`src/rtl/fpcvt_pkg.sv`:
```
// rtl/fpcvt_pkg.sv - shared constants, helpers and stage payload type for the fpcvt converter
package fpcvt_pkg;

    // Ceiling log2 for sizing position/exponent fields from parameters.
    function automatic int clog2(input int value);
        int r;
        int v;
        r = 0;
        v = value - 1;
        while (v > 0) begin
            r = r + 1;
            v = v >> 1;
        end
        return r;
    endfunction

    // Largest encodable exponent for a given exponent field width.
    function automatic int exp_limit(input int exp_w);
        return (1 << exp_w) - 1;
    endfunction

    // The S2 payload is declared at fixed maximum widths so one type serves
    // every parameterisation; the pipeline uses only the low bits it needs.
    // Supported: MAN_W <= S2_SIG_BITS and working exponent width <= S2_EXP_BITS.
    localparam int S2_EXP_BITS = 8;
    localparam int S2_SIG_BITS = 32;

    typedef struct packed {
        logic                   sign;
        logic [S2_EXP_BITS-1:0] exp;
        logic [S2_SIG_BITS-1:0] sig;
        logic                   rbit;
        logic                   sticky;
        logic                   round_en;
    } s2_payload_t;

endpackage

```
`src/rtl/fpcvt_lod.sv`:
```
// rtl/fpcvt_lod.sv - combinational leading-one detector
//   i_mag  : unsigned magnitude
//   o_pos  : index of the most significant set bit (0 when i_mag is zero)
//   o_zero : i_mag is all zeros
module fpcvt_lod
    import fpcvt_pkg::*;
#(
    parameter int W  = 12,
    parameter int PW = clog2(W)
) (
    input  logic [W-1:0]  i_mag,
    output logic [PW-1:0] o_pos,
    output logic          o_zero
);

    // Ascending scan: the last set bit seen is the most significant one.
    always_comb begin
        o_pos  = '0;
        o_zero = 1'b1;
        for (int i = 0; i < W; i++) begin
            if (i_mag[i]) begin
                o_pos  = PW'(i);
                o_zero = 1'b0;
            end
        end
    end

endmodule

```
`src/rtl/fpcvt_pipe.sv`:
```
// rtl/fpcvt_pipe.sv - 3-stage two's-complement to sign/exponent/significand converter
//   clk, rst                      : clock, asynchronous active-high reset
//   in_valid/in_ready/in_data     : sample handshake, IN_W-bit two's complement
//   in_round                      : 1 = round half up on magnitude, 0 = truncate
//   out_valid/out_ready/out_data  : result handshake, {sign, exp, sig}
//   out_sat, out_inexact          : clamped to max magnitude / discarded bits nonzero
module fpcvt_pipe
    import fpcvt_pkg::*;
#(
    parameter  int IN_W  = 12,
    parameter  int EXP_W = 3,
    parameter  int MAN_W = 4,
    localparam int OUT_W = 1 + EXP_W + MAN_W
) (
    input  logic             clk,
    input  logic             rst,
    input  logic             in_valid,
    output logic             in_ready,
    input  logic [IN_W-1:0]  in_data,
    input  logic             in_round,
    output logic             out_valid,
    input  logic             out_ready,
    output logic [OUT_W-1:0] out_data,
    output logic             out_sat,
    output logic             out_inexact
);

    localparam int PW      = (clog2(IN_W) < 1) ? 1 : clog2(IN_W);
    localparam int EW0     = clog2(IN_W + 1);
    // Working exponent keeps one spare bit so the renormalisation carry and
    // the saturation compare never wrap.
    localparam int EW      = ((EW0 > EXP_W) ? EW0 : EXP_W) + 1;
    localparam int EXP_LIM = exp_limit(EXP_W);

    logic              r_v1, r_v2, r_v3;
    logic              w_ld1, w_ld2, w_ld3;

    logic              r_s1_sign;
    logic [IN_W-1:0]   r_s1_mag;
    logic              r_s1_rnd;

    logic [PW-1:0]     w_p;
    logic              w_zero;
    int                w_e_int;
    logic [EW-1:0]     w_e;
    logic [IN_W-1:0]   w_shift;
    logic [IN_W-1:0]   w_mask;
    logic [IN_W-1:0]   w_rmask;
    s2_payload_t       w_s2;
    s2_payload_t       r_s2;

    logic [MAN_W:0]    w_sig_inc;
    logic [EW-1:0]     w_e3;
    logic [MAN_W-1:0]  w_sig3;
    logic              w_sat3;
    logic              w_inexact3;
    logic [OUT_W-1:0]  w_out3;
    logic              w_unused;

    logic [OUT_W-1:0]  r_out_data;
    logic              r_out_sat;
    logic              r_out_inexact;

    // A stage may load when it is empty or its occupant leaves this cycle;
    // the chain runs combinationally back from out_ready.
    assign w_ld3    = !r_v3 || out_ready;
    assign w_ld2    = !r_v2 || w_ld3;
    assign w_ld1    = !r_v1 || w_ld2;
    assign in_ready = w_ld1;

    // S1: sign and magnitude. The most-negative input maps to 2^(IN_W-1),
    // which still fits in IN_W unsigned bits.
    always_ff @(posedge clk or posedge rst) begin
        if (rst) begin
            r_v1      <= 1'b0;
            r_s1_sign <= 1'b0;
            r_s1_mag  <= '0;
            r_s1_rnd  <= 1'b0;
        end else if (w_ld1) begin
            r_v1 <= in_valid;
            if (in_valid) begin
                r_s1_sign <= in_data[IN_W-1];
                r_s1_mag  <= in_data[IN_W-1] ? (~in_data + IN_W'(1)) : in_data;
                r_s1_rnd  <= in_round;
            end
        end
    end

    fpcvt_lod #(.W(IN_W), .PW(PW)) u_lod (
        .i_mag  (r_s1_mag),
        .o_pos  (w_p),
        .o_zero (w_zero)
    );

    // S2 datapath: w_mask covers every discarded bit, w_rmask only the
    // highest of them (the round bit).
    always_comb begin
        w_e_int = 0;
        if (int'(w_p) >= MAN_W - 1) begin
            w_e_int = int'(w_p) - (MAN_W - 1);
        end
        w_e     = EW'(w_e_int);
        w_shift = r_s1_mag >> w_e;
        w_mask  = (IN_W'(1) << w_e) - IN_W'(1);
        w_rmask = w_mask & ~(w_mask >> 1);
        w_s2    = '0;
        if (!w_zero) begin
            w_s2.sign           = r_s1_sign;
            w_s2.exp[EW-1:0]    = w_e;
            w_s2.sig[MAN_W-1:0] = w_shift[MAN_W-1:0];
            w_s2.rbit           = (r_s1_mag & w_rmask) != '0;
            w_s2.sticky         = (r_s1_mag & w_mask) != '0;
            w_s2.round_en       = r_s1_rnd;
        end
    end

    always_ff @(posedge clk or posedge rst) begin
        if (rst) begin
            r_v2 <= 1'b0;
            r_s2 <= '0;
        end else if (w_ld2) begin
            r_v2 <= r_v1;
            if (r_v1) begin
                r_s2 <= w_s2;
            end
        end
    end

    // S3: round, renormalise on significand carry-out, saturate, pack.
    // Saturation always loses magnitude, so it always reports inexact.
    always_comb begin
        w_sig_inc  = {1'b0, r_s2.sig[MAN_W-1:0]} + {{MAN_W{1'b0}}, r_s2.rbit & r_s2.round_en};
        w_e3       = r_s2.exp[EW-1:0];
        w_sig3     = w_sig_inc[MAN_W-1:0];
        if (w_sig_inc[MAN_W]) begin
            w_sig3 = MAN_W'(1) << (MAN_W - 1);
            w_e3   = w_e3 + EW'(1);
        end
        w_sat3     = w_e3 > EW'(EXP_LIM);
        w_inexact3 = r_s2.sticky || w_sat3;
        if (w_sat3) begin
            w_out3 = {r_s2.sign, {EXP_W{1'b1}}, {MAN_W{1'b1}}};
        end else begin
            w_out3 = {r_s2.sign, w_e3[EXP_W-1:0], w_sig3};
        end
    end

    always_ff @(posedge clk or posedge rst) begin
        if (rst) begin
            r_v3          <= 1'b0;
            r_out_data    <= '0;
            r_out_sat     <= 1'b0;
            r_out_inexact <= 1'b0;
        end else if (w_ld3) begin
            r_v3 <= r_v2;
            if (r_v2) begin
                r_out_data    <= w_out3;
                r_out_sat     <= w_sat3;
                r_out_inexact <= w_inexact3;
            end
        end
    end

    assign out_valid   = r_v3;
    assign out_data    = r_out_data;
    assign out_sat     = r_out_sat;
    assign out_inexact = r_out_inexact;

    // Upper payload bits and high shifted bits are intentionally dropped.
    assign w_unused = ^{r_s2, w_shift};

endmodule

```
`config.mk`:
```
export PLATFORM = sky130hd
export DESIGN_NAME = fpcvt_pipe
export DESIGN_NICKNAME = d
export VERILOG_FILES = /design/src/rtl/fpcvt_pkg.sv /design/src/rtl/fpcvt_lod.sv /design/src/rtl/fpcvt_pipe.sv
export SDC_FILE = /design/constraint.sdc
export NUM_CORES = 1
export LEC_CHECK = 0
export ABC_AREA = 1
export CAP_MARGIN = 20
export CORE_MARGIN = 5
export CORE_UTILIZATION = 45
export CTS_CLUSTER_SIZE = 28
export DETAILED_ROUTE_END_ITERATION = 10
export GPL_TIMING_DRIVEN = 1
export PLACE_DENSITY = 0.65
export SYNTH_ARGS = -nofsm -noshare
export SYNTH_HDL_FRONTEND = slang
export SYNTH_HIERARCHICAL = 1
export SYNTH_SLANG_ARGS = --single-unit
```
`constraint.sdc`:
```
create_clock -name clk -period 4.65 [get_ports clk]
set_clock_uncertainty 0.2 [all_clocks]
set_input_delay 0.93 -clock clk [delete_from_list [all_inputs] [get_ports clk]]
set_output_delay 0.93 -clock clk [all_outputs]
set_load 0.01 [all_outputs]
```
After elaboration in Yosys (flattened, before gate mapping)
Index checks and enable logic that the tools add are counted.
{"block": "word_totals", "reg_bits": 40, "input_bits": 17, "output_inout_bits": 12}
{"block": "op_classes", "addsub": 5, "order_cmp": 2, "shift": 2, "muxes": 31, "bitwise_logic": 6, "reduce_logical": 12}
{"cell": "$and 12x12->12", "n": 3}
{"cell": "$reduce_bool 12->1", "n": 2}
{"cell": "$mux 4", "n": 5}
{"cell": "$mux 5", "n": 3}
{"cell": "$mux 1", "n": 14}
{"cell": "$mux 7", "n": 2}
{"cell": "$add 12x1->12 const B", "n": 1}
{"cell": "$mux 12", "n": 1}
{"cell": "$mux 3", "n": 4}
{"cell": "$not 11->12", "n": 1}
{"cell": "$not 12->12", "n": 1}
{"cell": "$shl 1x5->12 const A", "n": 1}
{"cell": "$shr 12x5->4", "n": 1}
{"cell": "$sub 12x2->12 const B", "n": 1}
{"cell": "$reduce_and 2->1", "n": 3}
{"cell": "$add 4x1->5", "n": 1}
{"cell": "$add 5x1->5 const B", "n": 1}
{"cell": "$gt 5x3->1 const B", "n": 1}
{"cell": "$sub 4x2->5 const B", "n": 1}
{"cell": "$ge 4x2->1 const B", "n": 1}
{"cell": "$logic_or 1x1->1", "n": 4}
{"cell": "$mux 2", "n": 2}
{"cell": "$logic_not 1->1", "n": 3}
{"cell": "$and 1x1->1", "n": 1}

Longest topological paths before layout
{"block": "logic_depth", "depth_word": 20, "ltp_mapped": 32}

Modules after synthesis
Netlist, hierarchy kept.
{"mod": "fpcvt_pipe", "n_inst": 1, "cells_each": 422, "area_per_inst_um2": 2914.0, "seq_area_each_um2": 1001.0}
{"mod": "fpcvt_lod", "n_inst": 1, "cells_each": 32, "area_per_inst_um2": 136.4, "seq_area_each_um2": 0.0}

Worst setup path before layout
No wires, ideal clock.
{"block": "synth_path", "path_type": "register to register", "start": "register r_s1_mag[2]", "end": "register r_s2[2] (netlist name)", "setup_time_ns": 0.117, "t_arrival_ns": 2.907, "slack_ns": 1.426, "path_stages_with_launch": 28, "n_path_buf": 1, "cell_sequence": "dfrtp_1 inv_1 nand2_1 nand2_1 nand2_1 nand2_1 nand2_1 nand2_1 nand2_1 nand2_1 nand2_1 nand2_1 ha_1 buf_2 o21ai_0 nand2_1 inv_1 nand2_1 ha_1 inv_1 o21bai_2 nand2_1 nand3_1 nand3_1 nor3_2 nand2_1 nand2_1 nand2_1"}
{"block": "synth_between", "elab_chain_cells": 19}
{"element": "start: declaration", "line_no": "fpcvt_pipe.sv:39", "rtl": "logic [IN_W-1:0] r_s1_mag;"}
{"element": "start signal: assignment", "line_no": "fpcvt_pipe.sv:83", "rtl": "r_s1_mag <= in_data[IN_W-1] ? (~in_data + IN_W'(1)) : in_data;"}
{"element": "$mux 2 (*) (2 in a row)", "line_no": "fpcvt_lod.sv:21", "rtl": "if (i_mag[i]) begin"}
{"element": "$mux 3 (*) (4 in a row)", "line_no": "fpcvt_lod.sv:21"}
{"element": "$mux 4 (*) (4 in a row)", "line_no": "fpcvt_lod.sv:21"}
{"element": "via w_p[0]", "line_no": "fpcvt_pipe.sv:42", "rtl": "logic [PW-1:0] w_p;"}
{"element": "$sub 4x2->5 or $ge 4x2->1 (tied branches)", "line_no": "fpcvt_pipe.sv:100, fpcvt_pipe.sv:99"}
{"element": "$mux 5 (*)", "line_no": "fpcvt_pipe.sv:99", "rtl": "if (int'(w_p) >= MAN_W - 1) begin"}
{"element": "$shl 1x5->12 (*)", "line_no": "fpcvt_pipe.sv:104", "rtl": "w_mask = (IN_W'(1) << w_e) - IN_W'(1);"}
{"element": "$sub 12x2->12 (*)", "line_no": "fpcvt_pipe.sv:104"}
{"element": "$not 11->12", "line_no": "fpcvt_pipe.sv:105", "rtl": "w_rmask = w_mask & ~(w_mask >> 1);"}
{"element": "$and 12x12->12 (*)", "line_no": "fpcvt_pipe.sv:105"}
{"element": "$and 12x12->12 (*)", "line_no": "fpcvt_pipe.sv:111", "rtl": "w_s2.rbit = (r_s1_mag & w_rmask) != '0;"}
{"element": "$reduce_bool 12->1 (*)", "line_no": "fpcvt_pipe.sv:111"}
{"element": "$mux 7 (*)", "line_no": "fpcvt_pipe.sv:107", "rtl": "if (!w_zero) begin"}
{"element": "end signal: assignment", "line_no": "fpcvt_pipe.sv:124", "rtl": "r_s2 <= w_s2;"}
{"element": "end: declaration", "line_no": "fpcvt_pipe.sv:50", "rtl": "s2_payload_t r_s2;"}
Mark *: on every way through the listed nets, which the timed path passes. The rest lies on a longest branch.
A chain may end at the register's enable or synchronous reset.

Final worst setup path
Ends and elaborated chain as after synthesis.

==> results.tsv <==
stage	metric	value	unit
run_status	status	finished clean	
detailed_routing	vias	2969	
detailed_routing	viasPerCell	5.24	
pwr	combPwrFrac	59.4	%
placed_design	dpl_cell_area	3440	µm²
cts	clkTransAtPathRegs	0.09	ns
final_layout	n_fill_cell	679	
cts	cts.sinks	40	
floorplanning	io_pins	29	
placed_design	globalplace.congestion	0.935	
detailed_routing	routed_wl	7350	µm
floorplanning	die_w	92.3	µm
cts	clkLatencyLatePin	0.30	ns
logic_synthesis	synth_top_area_share	32.8	%
cts	cts_buffers	5	
floorplanning	die_h	92.3	µm
critical_path	cpMostUsedCell	nand2_1	
pwr	cellPowerDensity	588	nW/µm²
pwr	swShare	48.4	%
logic_synthesis	ys_types	39	
logic_synthesis	netlist_instances	454	
critical_path	crit_path_max_incr_delay	0.49	ns
placed_design	dp.cells	559	
floorplanning	dieArea	8530	µm²
hold_path	min_path_type	flip-flop to flip-flop	
flow_run	max_cap_viol_count	0	
timing	setup_viol	0	
critical_path	crit_end	r_s2[2]$_DFFE_PP0P_	
logic_synthesis	syn_area	3050	µm²
critical_path	r2r-start	r_s1_mag[2]$_DFFE_PP0P_	
global_route	grt_pass1_vias	2786	
final_layout	diodes	0	
critical_path	critPathArrivalTime	3.76	ns
timing	worstMarginPinSlew	0.593	ns
cts	cts.path.max_buffers	2	
placed_design	place.port_buffers	28	
final_layout	synthToLayoutAreaGrowth	16.5	%
cts	cts-root-buf	clkbuf_8	
floorplanning	num_rows	30	
pwr	p_sw	1.01	mW
timing	rsz0062_at_grt	no	
critical_path	path_buf_inv	3	
cts	ctsHoldBuffers	0	
critical_path	path_depth	28	
logic_synthesis	yosysWarnings	6	
critical_path	slowest_stage	dfrtp_1	
floorplanning	start_util	45.7	%
final_layout	fin_area	3550	µm²
timing	period_share	81.1	%
critical_path	required	4.64	ns
cts	post_cts_buffers	0	
cts	tritoncts	built	
timing	drv_slew	0	
final_layout	drive_gt1_share	9.45	%
timing	slew_headroom	60.4	%
critical_path	reg2reg_to	r_s2[2]$_DFFE_PP0P_	
final_layout	fin_nets	510	
logic_synthesis	ys_ff_latch	40	
global_route	antenna_found_initial	0	
detailed_routing	drc	0	
logic_synthesis	synth-edff-count	0	
timing	clock.fmax	0.265	GHz
global_route	grt_pass1_wl	12400	µm
pwr	seqPwrFrac	26.6	%
global_route	grt_overflow	0	
logic_synthesis	synth_area_leaders	dfrtp_1, nand2_1, inv_1, o21ai_0, nor2_1	
pwr	p_leak	1.82	nW
pwr	ir_drop	0.000193	V
pwr	design_power_total	2.09	mW
timing	setup_tns	0	ns
global_route	track_usage	18.0	%
detailed_routing	wl_per_cell	13.0	µm
critical_path	r2r.worst_path.cells	28	
final_layout	final_common_cell	nand2_1	
logic_synthesis	syn_nets	478	
timing	finalHoldViolCount	0	
final_layout	final_cell_mix	nand2_1, inv_1, o21ai_0, dfrtp_1, nor2_1	
timing	period_minus_slack	3.77	ns
critical_path	cpLargestDelayFamily	simple AND/OR/NAND/NOR gates	
critical_path	critPathKind	flip-flop to flip-flop	
final_layout	fin_cells	567	
logic_synthesis	synth.yosys.seq_area_share	32.8	%
floorplanning	coreArea	6680	µm²
global_route	grt_max_degree	23	
cts	cts-resized-gates	0	
detailed_routing	antenna_left	0	
logic_synthesis	syn_avg_cell_area	6.72	µm²
detailed_routing	detailedRoute.firstIterationViolations	184	
critical_path	cp-end-kind	flip-flop	
critical_path	r2r_slack	0.88	ns
critical_path	crit_fanout	8	
logic_synthesis	yosysTopAreaCell	dfrtp_1	
cts	cts_htree_levels	2	
pwr	internal_power	1.08	mW
placed_design	dp_hpwl	5950	µm
critical_path	cp-start-kind	flip-flop	
hold_path	worstHoldStart	r_v2$_DFFE_PP0P_	
critical_path	crit_path_start	r_s1_mag[2]$_DFFE_PP0P_	
final_layout	final_util	53.2	%
logic_synthesis	synth-main-ff-cell	dfrtp_1	
logic_synthesis	async_flop_share	100	%
detailed_routing	firstDrtPassIters	5	
pwr	clkPwrFrac	14.0	%
[synth_stat cells, types with 2 or more instances]
library cell,instances
nor2_2,3
xor2_1,11
nand4_1,7
o211ai_1,5
clkbuf_1,2
nand2_2,7
ha_1,7
nand2_4,4
nand3_2,3
inv_2,6
inv_1,68
a21oi_1,9
o31ai_1,2
nand3_1,27
nand2_1,132
nand3b_1,2
o22ai_1,9
nor2_1,38
xnor2_1,2
nor3_1,3
nor2_4,4
o21ai_0,45
dfrtp_1,40
nor3_2,2
buf_2,2
[worst min path at each step]
stage / cells past startpoint / endpoint / slack (ns)
floorplan: 2 / out_valid$_DFFE_PP0P_ / 0.25
global placement: 2 / out_valid$_DFFE_PP0P_ / 0.26
detailed placement: 2 / out_valid$_DFFE_PP0P_ / 0.26
CTS: 2 / out_valid$_DFFE_PP0P_ / 0.28
global route: 2 / r_s2[2]$_DFFE_PP0P_ / 0.32
finish: 2 / out_valid$_DFFE_PP0P_ / 0.28
[stage by stage]
step,hold WS (ns),worst slack (ns)
after CTS,0.284,0.922
after detailed placement,0.264,0.942
after floorplan,0.248,1.43
after global placement,0.257,1.02
after global routing,0.322,0.382
final,0.283,0.879
[cell type report]
class                           count  area (µm²)  area share (%)
Clock buffer                        5        68.8            1.94
Clock inverter                      3        47.5            1.34
Inverter                           75         283            7.96
Multi-Input combinational cell    334        1740            48.9
Sequential cell                    40        1000            28.2
Tap cell                           80         100            2.82
Timing Repair Buffer               30         315            8.87
[layer usage]
metal | GRT usage, % | vias to the layer above | wire length, µm
met5 | 0 | - | 0
met4 | 6.68 | 0 | 172
met3 | 2.76 | 13 | 377
met2 | 29.0 | 86 | 3360
met1 | 24.5 | 1344 | 3430
li1 | - | 1526 | -
[power by group through the flow]
stage	combinational, mW	sequential, mW	clock, mW
final	1.24	0.556	0.292
after global routing	1.40	0.575	0.315
after CTS	1.23	0.557	0.299
after detailed placement	1.22	0.563	0
after global placement	1.22	0.559	0
after floorplan	0.900	0.559	0
[tightest hold or removal path, stage by stage, from the launching register on]
cell,delay (ns)
dfrtp_1,0.35
inv_1,0.05
nand2_1,0.05
[sequential cells by signal, indices dropped and copies added (netlist names)]
name,count
r_v1,1
out_data,8
out_sat,1
out_inexact,1
r_s2,13
r_s1_mag,12
r_s1_sign,1
r_v2,1
r_s1_rnd,1
out_valid,1
[kinds of logic after synthesis]
group / Yosys count / synth area share (%)
adders and majority gates: 7 / 2.87
DFF: 40 / 32.8
AOI/OAI and AO/OA: 77 / 14.5
xor gates and xnor gates: 13 / 3.73
and+or+nand+nor: 237 / 35.8
buffers and inverters: 80 / 10.2
No activity file was read; power rests on OpenSTA's default activity.
==> RTL change 1 (config.mk and constraints unchanged) <==
Set the parameter `EXP_W` to 4 (it was 3).
--- a/src/rtl/fpcvt_pipe.sv
+++ b/src/rtl/fpcvt_pipe.sv
@@ -10,3 +10,3 @@
     parameter  int IN_W  = 12,
-    parameter  int EXP_W = 3,
+    parameter  int EXP_W = 4,
     parameter  int MAN_W = 4,
Interface: changed (resized out_data); port bits go from 29 to 30. The function was not compared with the original's and may differ.
==> RTL change 1 against the unedited design <==
Sequential power up 5.2%; highest routed layer unchanged; wire length increased by 0.31%; design area is 0.95% lower; power up 2.3%; sequential share of layout area grew 0.98 points; via count is 1.6% lower; synthesized area down 0.70%; sequential cell count up 1; largest power group unchanged; final cell count shrank 1.9%; non-clock buffer count rose by 1; worst setup slack got worse by 0.16 ns.
==> RTL change 1: results <==
{
  "outcome": "finished, final reports clean",
  "drive_gt1_share_pct": 9.03,
  "wl_met2_mm": 3.33,
  "synthAdderAreaFrac_pct": 2.89,
  "io_buffer_count": 29,
  "synth_seq_area_share_pct": 33.9,
  "reg2reg_depth": 33,
  "wl_met3_um": 324,
  "min-delay-start": "out_data[8]$_DFFE_PP0P_",
  "grt_pass1_vias": 2740,
  "gp_congestion": 0.886,
  "drtIter0Drc": 138,
  "p_leak_nw": 1.75,
  "place_area_um2": 3380,
  "synth_compound_area_share_pct": 15.7,
  "postRouteWirelength_mm": 7.37,
  "synth_area_leaders": "dfrtp_1 (34%), nand2_1 (15%), o21ai_0 (7.1%)",
  "hold_slack_ns": 0.297,
  "nNetsFinal": 499,
  "synth.avg_cell_area_um2": 6.81,
  "worstHoldEndpoint": "out_data[8]$_DFFE_PP0P_",
  "syn-num-nets": 469,
  "met1_length_mm": 3.54,
  "grt_use_total_pct": 18.1,
  "synth-xor-area-share_pct": 3.76
}
[RTL change 1: worst min-delay path: cells and delay by family (launching register included)]
| family | cells | cell delay (ns) |
|---|---|---|
| compound gates | 1 | 0.06 |
| flops | 1 | 0.35 |
| simple gates | 1 | 0.05 |
[RTL change 1: worst max path at each step]
stage / startpoint / endpoint / slack (ns) / depth (start not counted)
floorplan: r_s1_mag[2]$_DFFE_PP0P_ / r_s2[2]$_DFFE_PP0P_ / 1.40 / 31
finish: r_s1_mag[2]$_DFFE_PP0P_ / r_s2[2]$_DFFE_PP0P_ / 0.72 / 33
global placement: r_s1_mag[2]$_DFFE_PP0P_ / r_s2[2]$_DFFE_PP0P_ / 0.91 / 32
detailed placement: r_s1_mag[2]$_DFFE_PP0P_ / r_s2[2]$_DFFE_PP0P_ / 0.80 / 32
CTS: r_s1_mag[2]$_DFFE_PP0P_ / r_s2[2]$_DFFE_PP0P_ / 0.77 / 32
global route: r_s1_mag[2]$_DFFE_PP0P_ / r_s2[2]$_DFFE_PP0P_ / 0.21 / 33
[RTL change 1: cell type report]
cell class	count	area, µm²
fill	673	3160
multi-input combinational	332	1710
sequential	41	1030
timing repair buffer	31	325
inverter	64	243
tap	80	100
clock buffer	6	72.6
clock inverter	2	38.8
[RTL change 1: power groups by stage]
stage | clock, mW | sequential, mW | combinational [mW]
3_5_place_dp | 0 | 0.592 | 1.25
5_1_grt | 0.307 | 0.606 | 1.42
6_report | 0.288 | 0.585 | 1.26
3_3_place_gp | 0 | 0.590 | 1.24
4_1_cts | 0.293 | 0.585 | 1.25
2_1_floorplan | 0 | 0.586 | 0.899
==> RTL change 2 (config.mk and constraints unchanged) <==
Without the edit above. Reset style: synchronous (`rst`), changed in 3 clocked blocks. Comments in the files are not updated.
--- a/src/rtl/fpcvt_pipe.sv
+++ b/src/rtl/fpcvt_pipe.sv
@@ -72,3 +72,3 @@
     // which still fits in IN_W unsigned bits.
-    always_ff @(posedge clk or posedge rst) begin
+    always_ff @(posedge clk) begin
         if (rst) begin
@@ -116,3 +116,3 @@
 
-    always_ff @(posedge clk or posedge rst) begin
+    always_ff @(posedge clk) begin
         if (rst) begin
@@ -147,3 +147,3 @@
 
-    always_ff @(posedge clk or posedge rst) begin
+    always_ff @(posedge clk) begin
         if (rst) begin
Behaviour: differs if rst is asserted again (counterexample within 4 cycles, from zero or initial values and one cycle with rst high); with rst held inactive, the same outputs for 10 cycles.
==> RTL change 2 against the unedited design <==
Design area shrank 6.9%; via count is 2.9% higher; wire length is 0.14% lower; synthesized area is 4.8% lower; synthesized cell count grew 3.5%; sequential cell count is the same; final cell count rose by 0.53%; worst setup slack improved by 0.14 ns; first-iteration DRC count increased by 91%; critical path type unchanged; highest routed layer unchanged.
Power is not compared: it rests on default switching activity, and its combinational part moved more than twofold at a synthesized area within 25%.
==> RTL change 2: results <==
{
  "postRouteWirelength_mm": 7.34,
  "multi_input_area_um2": 1770,
  "drive_gt1_share_pct": 6.69,
  "wl_met3_um": 411,
  "synth_ff_type": "dfxtp_1",
  "synth_seq_area_share_pct": 27.6,
  "synth-xor-area-share_pct": 3.62,
  "grt_pass1_vias": 2753,
  "outcome": "finished, final reports clean",
  "place_ws_ns": 1.03,
  "wl_met2_mm": 3.43,
  "clk_share_pct": 2.46,
  "synth_area_leaders": "dfxtp_1 (28%), nand2_1 (16%), inv_1 (8.9%)",
  "grt_use_total_pct": 18.1,
  "nFillCells": 687,
  "nNetsFinal": 517,
  "synthArstFlopShare_pct": 0,
  "worstMarginPinSlew_ns": 0.740,
  "gp_congestion": 0.905,
  "synthAdderAreaFrac_pct": 3.02,
  "syn-num-nets": 494,
  "dp_cells": 563,
  "syn_inst": 470,
  "firstDrtPassIters": 6,
  "via_count": 3056,
  "path_max_fanout": 11,
  "grt_pass1_wl_mm": 12.5,
  "grt_max_degree": 26,
  "drtIter0Drc": 351,
  "buffer_area_share_pct": 8.48,
  "cpMaxStageDelayCell": "dfxtp_1",
  "avgRoutedWirePerCell_um": 12.9,
  "die_area_um2": 8160,
  "synth_cell_types": 41,
  "fin_util_pct": 52.4
}
-- RTL change 2: routing by layer --
layer,GRT usage (%),vias up
met5,0,-
met4,5.21,0
met3,2.83,7
met2,30.7,90
met1,23.5,1378
li1,-,1581
-- RTL change 2: power by group --
group          switching (mW)  total (mW)  leakage (nW)  internal, mW
Combinational           0.361       0.548          1.19         0.188
Sequential             0.0271       0.395         0.328         0.368
Clock                   0.116       0.217        0.0400         0.102
-- RTL change 2: worst paths after layout --
path / startpoint / end / slack (ns) / cells after the start
worst max-delay path: r_s1_mag[2]$_SDFFE_PP0P_ / r_s2[2]$_SDFFE_PP0P_ / 1.01 / 31
worst min-delay path: r_s1_rnd$_SDFFE_PP0P_ / r_s2[0]$_SDFFE_PP0P_ / 0.26 / 2
worst max register to register: r_s1_mag[2]$_SDFFE_PP0P_ / r_s2[2]$_SDFFE_PP0P_ / 1.01 / 31
worst min register to register: r_s1_rnd$_SDFFE_PP0P_ / r_s2[0]$_SDFFE_PP0P_ / 0.26 / 2
